### src/rtl/mac_axil_cfg_master.sv
// AXI4-Lite initiator for the TEMAC management port: runs a fixed init
// sequence after reset, then serves single read/write commands.
module mac_axil_cfg_master #(
  parameter logic [31:0] SPEED_WORD     = 32'h8000_0000,
  parameter logic [31:0] RX_CFG_WORD    = 32'h1000_0000,
  parameter logic [31:0] TX_CFG_WORD    = 32'h1000_0000,
  parameter logic [11:0] VERSION_ADDR   = 12'h4F8,
  parameter int          TIMEOUT_CYCLES = 1024
) (
  input  logic        s_axi_aclk,
  input  logic        s_axi_reset,
  input  logic        cmd_valid,
  output logic        cmd_ready,
  input  logic        cmd_write,
  input  logic [11:0] cmd_addr,
  input  logic [31:0] cmd_wdata,
  output logic        rsp_valid,
  output logic [31:0] rsp_rdata,
  output logic [1:0]  rsp_resp,
  output logic        init_done,
  output logic        init_error,
  output logic        timeout_flag,
  output logic [31:0] mac_version,
  output logic [11:0] m_axi_awaddr,
  output logic        m_axi_awvalid,
  input  logic        m_axi_awready,
  output logic [31:0] m_axi_wdata,
  output logic        m_axi_wvalid,
  input  logic        m_axi_wready,
  input  logic [1:0]  m_axi_bresp,
  input  logic        m_axi_bvalid,
  output logic        m_axi_bready,
  output logic [11:0] m_axi_araddr,
  output logic        m_axi_arvalid,
  input  logic        m_axi_arready,
  input  logic [31:0] m_axi_rdata,
  input  logic [1:0]  m_axi_rresp,
  input  logic        m_axi_rvalid,
  output logic        m_axi_rready
);
  typedef enum logic [3:0] {
    INIT_W0, INIT_W1, INIT_W2, INIT_RD, IDLE, WR_ADDR, WR_RESP, RD_ADDR, RD_DATA
  } state_t;

  localparam logic [15:0] TMO = 16'(TIMEOUT_CYCLES);

  state_t      state_q, ret_q;
  logic [11:0] awaddr_q, araddr_q;
  logic [31:0] wdata_q, rsp_rdata_q, mac_version_q;
  logic        awvalid_q, wvalid_q, bready_q, arvalid_q, rready_q;
  logic        aw_done_q, w_done_q;
  logic        rsp_valid_q, init_done_q, init_error_q, tmo_flag_q;
  logic [1:0]  rsp_resp_q;
  logic [15:0] tmo_q;

  logic [11:0] tbl_addr;
  logic [31:0] tbl_data;
  state_t      tbl_ret;
  logic        aw_hs, w_hs, waiting, fin_hs;
  logic [1:0]  fin_resp;

  always_comb begin
    tbl_addr = 12'h410;
    tbl_data = SPEED_WORD;
    tbl_ret  = INIT_W1;
    case (state_q)
      INIT_W1: begin tbl_addr = 12'h404; tbl_data = RX_CFG_WORD; tbl_ret = INIT_W2; end
      INIT_W2: begin tbl_addr = 12'h408; tbl_data = TX_CFG_WORD; tbl_ret = INIT_RD; end
      default: ;
    endcase
  end

  assign aw_hs    = awvalid_q && m_axi_awready;
  assign w_hs     = wvalid_q && m_axi_wready;
  assign waiting  = (state_q == WR_ADDR) || (state_q == WR_RESP) ||
                    (state_q == RD_ADDR) || (state_q == RD_DATA);
  assign fin_hs   = ((state_q == WR_RESP) && m_axi_bvalid) ||
                    ((state_q == RD_DATA) && m_axi_rvalid);
  assign fin_resp = (state_q == RD_DATA) ? m_axi_rresp : m_axi_bresp;

  assign cmd_ready = (state_q == IDLE) && init_done_q;

  always_ff @(posedge s_axi_aclk or posedge s_axi_reset) begin
    if (s_axi_reset) begin
      state_q       <= INIT_W0;
      ret_q         <= INIT_W0;
      awaddr_q      <= '0;
      araddr_q      <= '0;
      wdata_q       <= '0;
      awvalid_q     <= 1'b0;
      wvalid_q      <= 1'b0;
      bready_q      <= 1'b0;
      arvalid_q     <= 1'b0;
      rready_q      <= 1'b0;
      aw_done_q     <= 1'b0;
      w_done_q      <= 1'b0;
      rsp_valid_q   <= 1'b0;
      rsp_rdata_q   <= '0;
      rsp_resp_q    <= '0;
      init_done_q   <= 1'b0;
      init_error_q  <= 1'b0;
      tmo_flag_q    <= 1'b0;
      mac_version_q <= '0;
      tmo_q         <= '0;
    end else begin
      rsp_valid_q <= 1'b0;
      // Counter saturates at the limit; later transition assignments clear it.
      if (waiting && tmo_q != TMO) tmo_q <= tmo_q + 16'd1;
      if (tmo_q == TMO) tmo_flag_q <= 1'b1;

      case (state_q)
        INIT_W0, INIT_W1, INIT_W2: begin
          awaddr_q  <= tbl_addr;
          wdata_q   <= tbl_data;
          ret_q     <= tbl_ret;
          awvalid_q <= 1'b1;
          wvalid_q  <= 1'b1;
          aw_done_q <= 1'b0;
          w_done_q  <= 1'b0;
          state_q   <= WR_ADDR;
          tmo_q     <= '0;
        end
        INIT_RD: begin
          araddr_q  <= VERSION_ADDR;
          arvalid_q <= 1'b1;
          ret_q     <= IDLE;
          state_q   <= RD_ADDR;
          tmo_q     <= '0;
        end
        IDLE: begin
          if (cmd_valid && cmd_ready) begin
            ret_q <= IDLE;
            tmo_q <= '0;
            if (cmd_write) begin
              awaddr_q  <= cmd_addr;
              wdata_q   <= cmd_wdata;
              awvalid_q <= 1'b1;
              wvalid_q  <= 1'b1;
              aw_done_q <= 1'b0;
              w_done_q  <= 1'b0;
              state_q   <= WR_ADDR;
            end else begin
              araddr_q  <= cmd_addr;
              arvalid_q <= 1'b1;
              state_q   <= RD_ADDR;
            end
          end
        end
        WR_ADDR: begin
          if (aw_hs) begin awvalid_q <= 1'b0; aw_done_q <= 1'b1; end
          if (w_hs)  begin wvalid_q  <= 1'b0; w_done_q  <= 1'b1; end
          if ((aw_done_q || aw_hs) && (w_done_q || w_hs)) begin
            bready_q <= 1'b1;
            state_q  <= WR_RESP;
            tmo_q    <= '0;
          end
        end
        WR_RESP: if (m_axi_bvalid) bready_q <= 1'b0;
        RD_ADDR: begin
          if (m_axi_arready) begin
            arvalid_q <= 1'b0;
            rready_q  <= 1'b1;
            state_q   <= RD_DATA;
            tmo_q     <= '0;
          end
        end
        RD_DATA: if (m_axi_rvalid) rready_q <= 1'b0;
        default: state_q <= IDLE;
      endcase

      // Completion of B or R beat: init bookkeeping or a command response.
      if (fin_hs) begin
        state_q <= ret_q;
        tmo_q   <= '0;
        if (!init_done_q) begin
          if (fin_resp != 2'b00) init_error_q <= 1'b1;
          if (state_q == RD_DATA) begin
            mac_version_q <= m_axi_rdata;
            init_done_q   <= 1'b1;
          end
        end else begin
          rsp_valid_q <= 1'b1;
          rsp_resp_q  <= fin_resp;
          rsp_rdata_q <= (state_q == RD_DATA) ? m_axi_rdata : 32'h0;
        end
      end
    end
  end

  assign rsp_valid     = rsp_valid_q;
  assign rsp_rdata     = rsp_rdata_q;
  assign rsp_resp      = rsp_resp_q;
  assign init_done     = init_done_q;
  assign init_error    = init_error_q;
  assign timeout_flag  = tmo_flag_q;
  assign mac_version   = mac_version_q;
  assign m_axi_awaddr  = awaddr_q;
  assign m_axi_awvalid = awvalid_q;
  assign m_axi_wdata   = wdata_q;
  assign m_axi_wvalid  = wvalid_q;
  assign m_axi_bready  = bready_q;
  assign m_axi_araddr  = araddr_q;
  assign m_axi_arvalid = arvalid_q;
  assign m_axi_rready  = rready_q;
endmodule

### config.mk
export PLATFORM = sky130hd
export DESIGN_NAME = mac_axil_cfg_master
export DESIGN_NICKNAME = d
export VERILOG_FILES = /design/src/rtl/mac_axil_cfg_master.sv
export SDC_FILE = /design/constraint.sdc
export NUM_CORES = 1
export LEC_CHECK = 0
export BUFFER_PORTS_ARGS = -buffer_cell sky130_fd_sc_hd__buf_2
export CAP_MARGIN = 20
export CORE_UTILIZATION = 50
export CTS_CLUSTER_DIAMETER = 80
export CTS_CLUSTER_SIZE = 25
export DETAILED_ROUTE_END_ITERATION = 10
export GPL_TIMING_DRIVEN = 0
export PLACE_DENSITY_LB_ADDON = 0.15
export SYNTH_ARGS = -nofsm -noshare
export SYNTH_HDL_FRONTEND = slang
export SYNTH_SLANG_ARGS = --single-unit
### constraint.sdc
create_clock -name s_axi_aclk -period 6 [get_ports s_axi_aclk]
set_clock_uncertainty 0.2 [all_clocks]
set_input_delay 0.9 -clock s_axi_aclk [delete_from_list [all_inputs] [get_ports s_axi_aclk]]
set_output_delay 0.9 -clock s_axi_aclk [all_outputs]
set_load 0.02 [all_outputs]
==> Word level (Yosys, flattened, before mapping) <==
Index checks and enable logic that the tools add are counted.
{ "word_totals": {"wordCells": 138, "register_bits": 157, "input_bits": 89, "latch_bits": 0, "n_memories": 0, "mem_bits_ro": 0, "ram_bits": 0} }
{ "op_classes": {"eq_ne": 23, "add_sub_neg": 1, "n_div": 0, "mux": 54, "n_reduce_logical": 39, "order_cmp": 0, "mul": 0, "bitwise_logic": 1, "n_shift": 0} }
{ "op_table": {"columns": ["operator", "n"], "rows": [
  ["two-way mux 32 bit", 4],
  ["two-way mux 16 bit", 5],
  ["one-hot mux 16 bit (4 select lines)", 1],
  ["one-hot mux 32 bit (2 select lines)", 1],
  ["two-way mux 12 bit", 4],
  ["one-hot mux 12 bit (2 select lines)", 2],
  ["one-hot mux 4 bit (6 select lines)", 1],
  ["two-way mux 4 bit", 5],
  ["two-way mux 1 bit", 19],
  ["AND reduction 3 bit", 6],
  ["adder 16 x 1 -> 16 bit, second input constant", 1],
  ["== test 16 x 11 -> 1 bit, second input constant", 1],
  ["== test 4 x 3 -> 1 bit, second input constant", 4],
  ["inequality test 16 x 11 -> 1 bit, second input constant", 1],
  ["AND reduction 4 bit", 4],
  ["one-hot mux 1 bit (3 select lines)", 5],
  ["inequality test 2 bit, second input constant", 7],
  ["one-hot mux 4 bit (3 select lines)", 1],
  ["one-hot mux 5 bit (2 select lines)", 1],
  ["nonzero test 2 bit", 5],
  ["nonzero test 3 bit", 3],
  ["== test 4 x 2 -> 1 bit, second input constant", 2],
  ["logical AND 1 bit", 8],
  ["logical OR 1 bit", 6],
  ["other kinds (14)", 21]
]} }

==> Longest topological paths before layout <==
{ "depth": {"word_depth": 9, "depth_mapped": 8, "ltp_nobuf": 7} }

==> Worst setup path after synthesis <==
Ideal clock, no wire load.
{ "synth_timing": {"kind": "input to register", "start": "input m_axi_rvalid", "end": "register rsp_rdata_q[1], in the netlist rsp_rdata[1]", "t_required_ns": 5.664, "stages": 7, "path_slack_ns": 3.782, "arrival_time_ns": 1.883, "cell_sequence": "nand4bb_1 a21oi_2 nand2_1 clkbuf_1 buf_2 nand2_1 o21ai_0"} }
{ "synth_between": {"elab_chain_len": 3} }
{ "synth_lines": {"columns": ["element", "line", "text"], "rows": [
  ["from (decl)", "38", "input logic m_axi_rvalid,"],
  ["logical AND 1 bit", "78", "((state_q == RD_DATA) && m_axi_rvalid);"],
  ["logical OR 1 bit", "77", "assign fin_hs = ((state_q == WR_RESP) && m_axi_bvalid) ||"],
  ["AND reduction 2 bit (no line)", null, null],
  ["to (signal assigned)", "184", "rsp_rdata_q <= (state_q == RD_DATA) ? m_axi_rdata : 32'h0;"],
  ["to (decl)", "49", "logic [31:0] wdata_q, rsp_rdata_q, mac_version_q;"]
]} }
Every way passes these cells.
A chain may end at the register's enable or synchronous reset.

==> Worst setup path after layout <==
{ "layout_timing": {"start": "register state_q[1]", "end": "output cmd_ready"} }
{ "layout_between": {"elab_chain_len": 2} }
{ "layout_lines": {"columns": ["element", "line", "text"], "rows": [
  ["from (decl)", "47", "state_t state_q, ret_q;"],
  ["from (signal assigned)", "173", "state_q <= ret_q;"],
  ["== test 4 x 3 -> 1 bit", "81", "assign cmd_ready = (state_q == IDLE) && init_done_q;"],
  ["logical AND 1 bit", "81", null],
  ["to (decl)", "13", "output logic cmd_ready,"]
]} }
Every way passes these cells.

==> metrics.md <==
| Metric | Value |
|---|---|
| CP Launch Type | `flop` |
| Total GRT Usage | `26.32%` |
| Internal power | `1.768 mW` |
| Final hold vios | `0` |
| Vias in the first global route | `5581` |
| Crit path max-delay family | `simple AND/OR/NAND/NOR gates` |
| Total chip power | `2.221 mW` |
| Slew at the pin closest to its max-slew limit | `0.6298 ns` |
| Leakage power | `4.540 nW` |
| Tcrit/Tclk final | `47.24%` |
| Switching share of power | `20.39%` |
| Worst-path clk slew | `0.06 ns` |
| DIE WIDTH | `116.9 microns` |
| Post-CTS Setup Inserts | `0` |
| Post-CTS Hold Buffers | `0` |
| Crit path buf inv count | `2` |
| Met3 usage | `5.870%` |
| Clock buffer depth | `2` |
| Worst-path maximum fanout | `10` |
| Combinational Power Share | `3.5%` |
| Die Height | `116.9 microns` |
| Total grt overflow | `0` |
| Most common flop cell mapped by yosys | `dfrtp_1` |
| CP required | `4.90 ns` |
| CP peak stage delay | `0.39 ns` |
| Status | `complete, no violations` |
| Pwr per Cell Area | `259.8 nW/um^2` |
| Hold WC Path Type | `flop to flop` |
| Residual DRC | `0` |
| First-pass GRT wire length | `27.15 mm` |
| CP Cell Sequence | `buf_2, nor2_1, and3_1, buf_2` |
| Critical R2R Launch | `state_q[1]` |
| Syn. warnings | `0` |
| Max rail drop VDD | `0.0001491 V` |
| Min-Delay Path Depth | `2` |
| Post-route ant nets | `0` |
| 1st-pass router iterations | `5` |
| RSZ-0062 raised after global routing | `no` |
| Clock power share | `48.9%` |
| Drt initial violations | `378` |
| Most used cell along the critical path | `buf_2` |
| Cells after Synth | `662` |
| Net Switching | `0.4529 mW` |
| # port buffers | `220` |
| Initial antenna violation count | `0` |
| Sequential fraction of the synthesis area | `59.10%` |
| Initial Utilization | `51.71%` |
| Dpl ws | `3.313 ns` |
| Routed vias | `5698` |
| Minimum clock period | `2.834 ns` |
| Post-CTS sizing | `0` |
| Met2 Track Usage GR | `45.05%` |
| Ant. Diodes | `0` |
| Die footprint | `13670 sq um` |
| Setup crit end kind | `output pin` |
| Number of cells on the critical path | `4` |
| CTS tree | `built` |
| Avg Inst Size Synth | `9.977 sq um` |
| Hpwl dp | `12.54 mm` |
| Grt met1 use | `32.52%` |
| Layout fillers | `1030` |
| CP endpoint | `cmd_ready` |
| Synth Register Bits | `156` |
| Share of layout cells above drive strength 1 | `34.46%` |
| EDFF count, synth | `0` |
| Max-slew violations | `0` |
| Hold WS | `0.2707 ns` |
| CP Class | `flop to output pin` |
| Critical R2R Capture | `m_axi_awaddr[0]` |
| Register-to-Register Path Depth | `7` |
| Worst endpoint data arrival time | `1.73 ns` |
| Core ar. | `12770 sq um` |
| Flop pwr share | `47.6%` |
| Final WL | `17.20 mm` |
| Via density | `5.247` |
| Busiest grt layer | `met2` |
| Largest net degree at the start of global routing | `90` |
| Setup violators final | `0` |
| Layout Area Growth over Synthesis | `29.42%` |
| FFs w/ async S/R, synth | `100.0%` |
| Final #Nets | `993` |
| Post-Syn Area | `6605 sq um` |
| Num rows | `41` |
| Hold path start | `m_axi_awaddr[3]` |
| Number of CTS-inserted buffers | `17` |
| CTS H-Tree Depth | `4` |
| TritonCTS Sinks | `156` |
| Boundary Pins | `221` |
| Relative slew slack | `58.01%` |
| Placer Congestion | `0.8784` |
| Avg WL per Cell | `15.84 microns` |
| Post-synth cell types | `54` |
| Max frequency | `352.8 MHz` |
| Crit path from | `state_q[1]` |
| CP max-delay cell | `dfrtp_1` |
| R2R Setup Slk | `3.61 ns` |
| Max cap viols | `0` |
| Root buf cell | `clkbuf_16` |
| Synth Net Count | `753` |
| Skew-Pair Late Insertion Delay | `0.43 ns` |
| Setup WS post-layout | `3.166 ns` |
state kept, by name (all words and copies together), names as in the netlist, 2 cells and up:
signal        count
rsp_resp          2
mac_version      32
m_axi_araddr     12
m_axi_wdata      32
state_q           4
ret_q             3
tmo_q            16
rsp_rdata        32
m_axi_awaddr     12
layout make-up:
class                      count  area (sq um)  share of cell area [%]
timing repair buffer         221          1129                   13.20
buffer                        39         180.2                   2.108
tap                          172         215.2                   2.518
sequential                   156          3904                   45.67
inverter                       9         38.79                  0.4537
multi-input combinational    458          2487                   29.10
clock inverter                 7         112.6                   1.317
clock buffer                  24         481.7                   5.635
worst min-delay path, cell delays in order (launching register included):
cell	delay (ns)
dfrtp_1	0.33
nand2_1	0.05
o41ai_1	0.05
through the flow:
| step | area [sq um] | cells | TNS (ns) | util, % |
|---|---|---|---|---|
| 6_report | 8548 | 1086 | 0 | 66.92 |
| 5_1_grt | 8548 | 1086 | 0 | 66.92 |
| 4_1_cts | 8548 | 1086 | 0 | 66.92 |
| 3_5_place_dp | 7954 | 1055 | 0 | 62.27 |
| 3_3_place_gp | 7921 | 1054 | -126.54 | 62.01 |
| 2_1_floorplan | 6605 | 662 | 0 | - |
power groups by stage:
stage	Combinational (mW)	Sequential [mW]	Clock, mW
after global placement	0.0732	1.08	0
after floorplan	0.0274	1.08	0
after global routing	0.0875	1.06	1.14
final	0.0775	1.06	1.09
after detailed placement	0.0784	1.08	0
after CTS	0.0790	1.06	1.10
layer usage:
metal,vias up,routed length [microns]
li1,2704,-
met1,2768,7269
met2,190,8437
met3,36,1083
met4,0,408
met5,-,0
kinds of logic after synthesis:
| group | Yosys count | share of synthesized area (%) |
|---|---|---|
| multiplexers | 34 | 5.759 |
| AND/OR/NAND/NOR | 267 | 17.50 |
| adder cells (fa/ha/maj) | 2 | 0.3788 |
| XOR/XNOR | 15 | 1.989 |
| flip-flops | 156 | 59.10 |
| buffers and inverters | 48 | 3.239 |
| AO/OA/AOI/OAI | 140 | 12.03 |
synthesized netlist by cell type, types with 2 or more instances:
cell type	n	area, sq um
nor4_1	2	12.51
nand3_1	9	45.04
o22ai_1	2	12.51
o41ai_1	2	17.52
xor2_1	13	113.9
dfrtp_1	156	3904
a21o_1	4	30.03
nand2b_1	3	18.77
inv_1	9	33.78
o22a_1	2	17.52
ha_1	2	25.02
xnor2_1	2	17.52
nor2_1	41	153.9
a21oi_1	15	75.07
a22oi_1	2	15.01
o21ai_0	84	420.4
and4_1	2	17.52
nand4_1	6	37.54
mux2i_1	2	20.02
clkbuf_1	15	56.30
nand2_1	178	668.1
o21a_1	3	22.52
o31ai_1	2	15.01
or2_2	3	18.77
nor2b_1	5	31.28
buf_4	2	15.01
o21ai_1	12	60.06
nand3b_1	2	15.01
nor3_1	4	20.02
buf_2	21	105.1
mux2_2	32	360.4
and3_1	3	18.77
cell usage in the layout, fill, tap and decap left out, types with 3 or more instances in the layout:
cell / count
a21o_1: 4
a21oi_1: 15
and3_1: 3
buf_2: 241
bufinv_16: 3
clkbuf_1: 19
clkbuf_16: 17
clkbuf_8: 3
clkinv_2: 3
dfrtp_1: 156
inv_1: 8
mux2_2: 32
nand2_1: 178
nand2b_1: 3
nand3_1: 9
nand4_1: 6
nor2_1: 41
nor2b_1: 5
nor3_1: 4
o21a_1: 3
o21ai_0: 84
o21ai_1: 12
or2_2: 3
xor2_1: 13
worst min path at each step:
stage / endpoint / slack, ns
after floorplan: state_q[1] / 0.26
after global placement: timeout_flag / 0.25
after detailed placement: timeout_flag / 0.25
after CTS: m_axi_awaddr[3] / 0.28
after global routing: timeout_flag / 0.29
final: m_axi_awaddr[3] / 0.27
No activity file was read; power rests on OpenSTA's default activity.
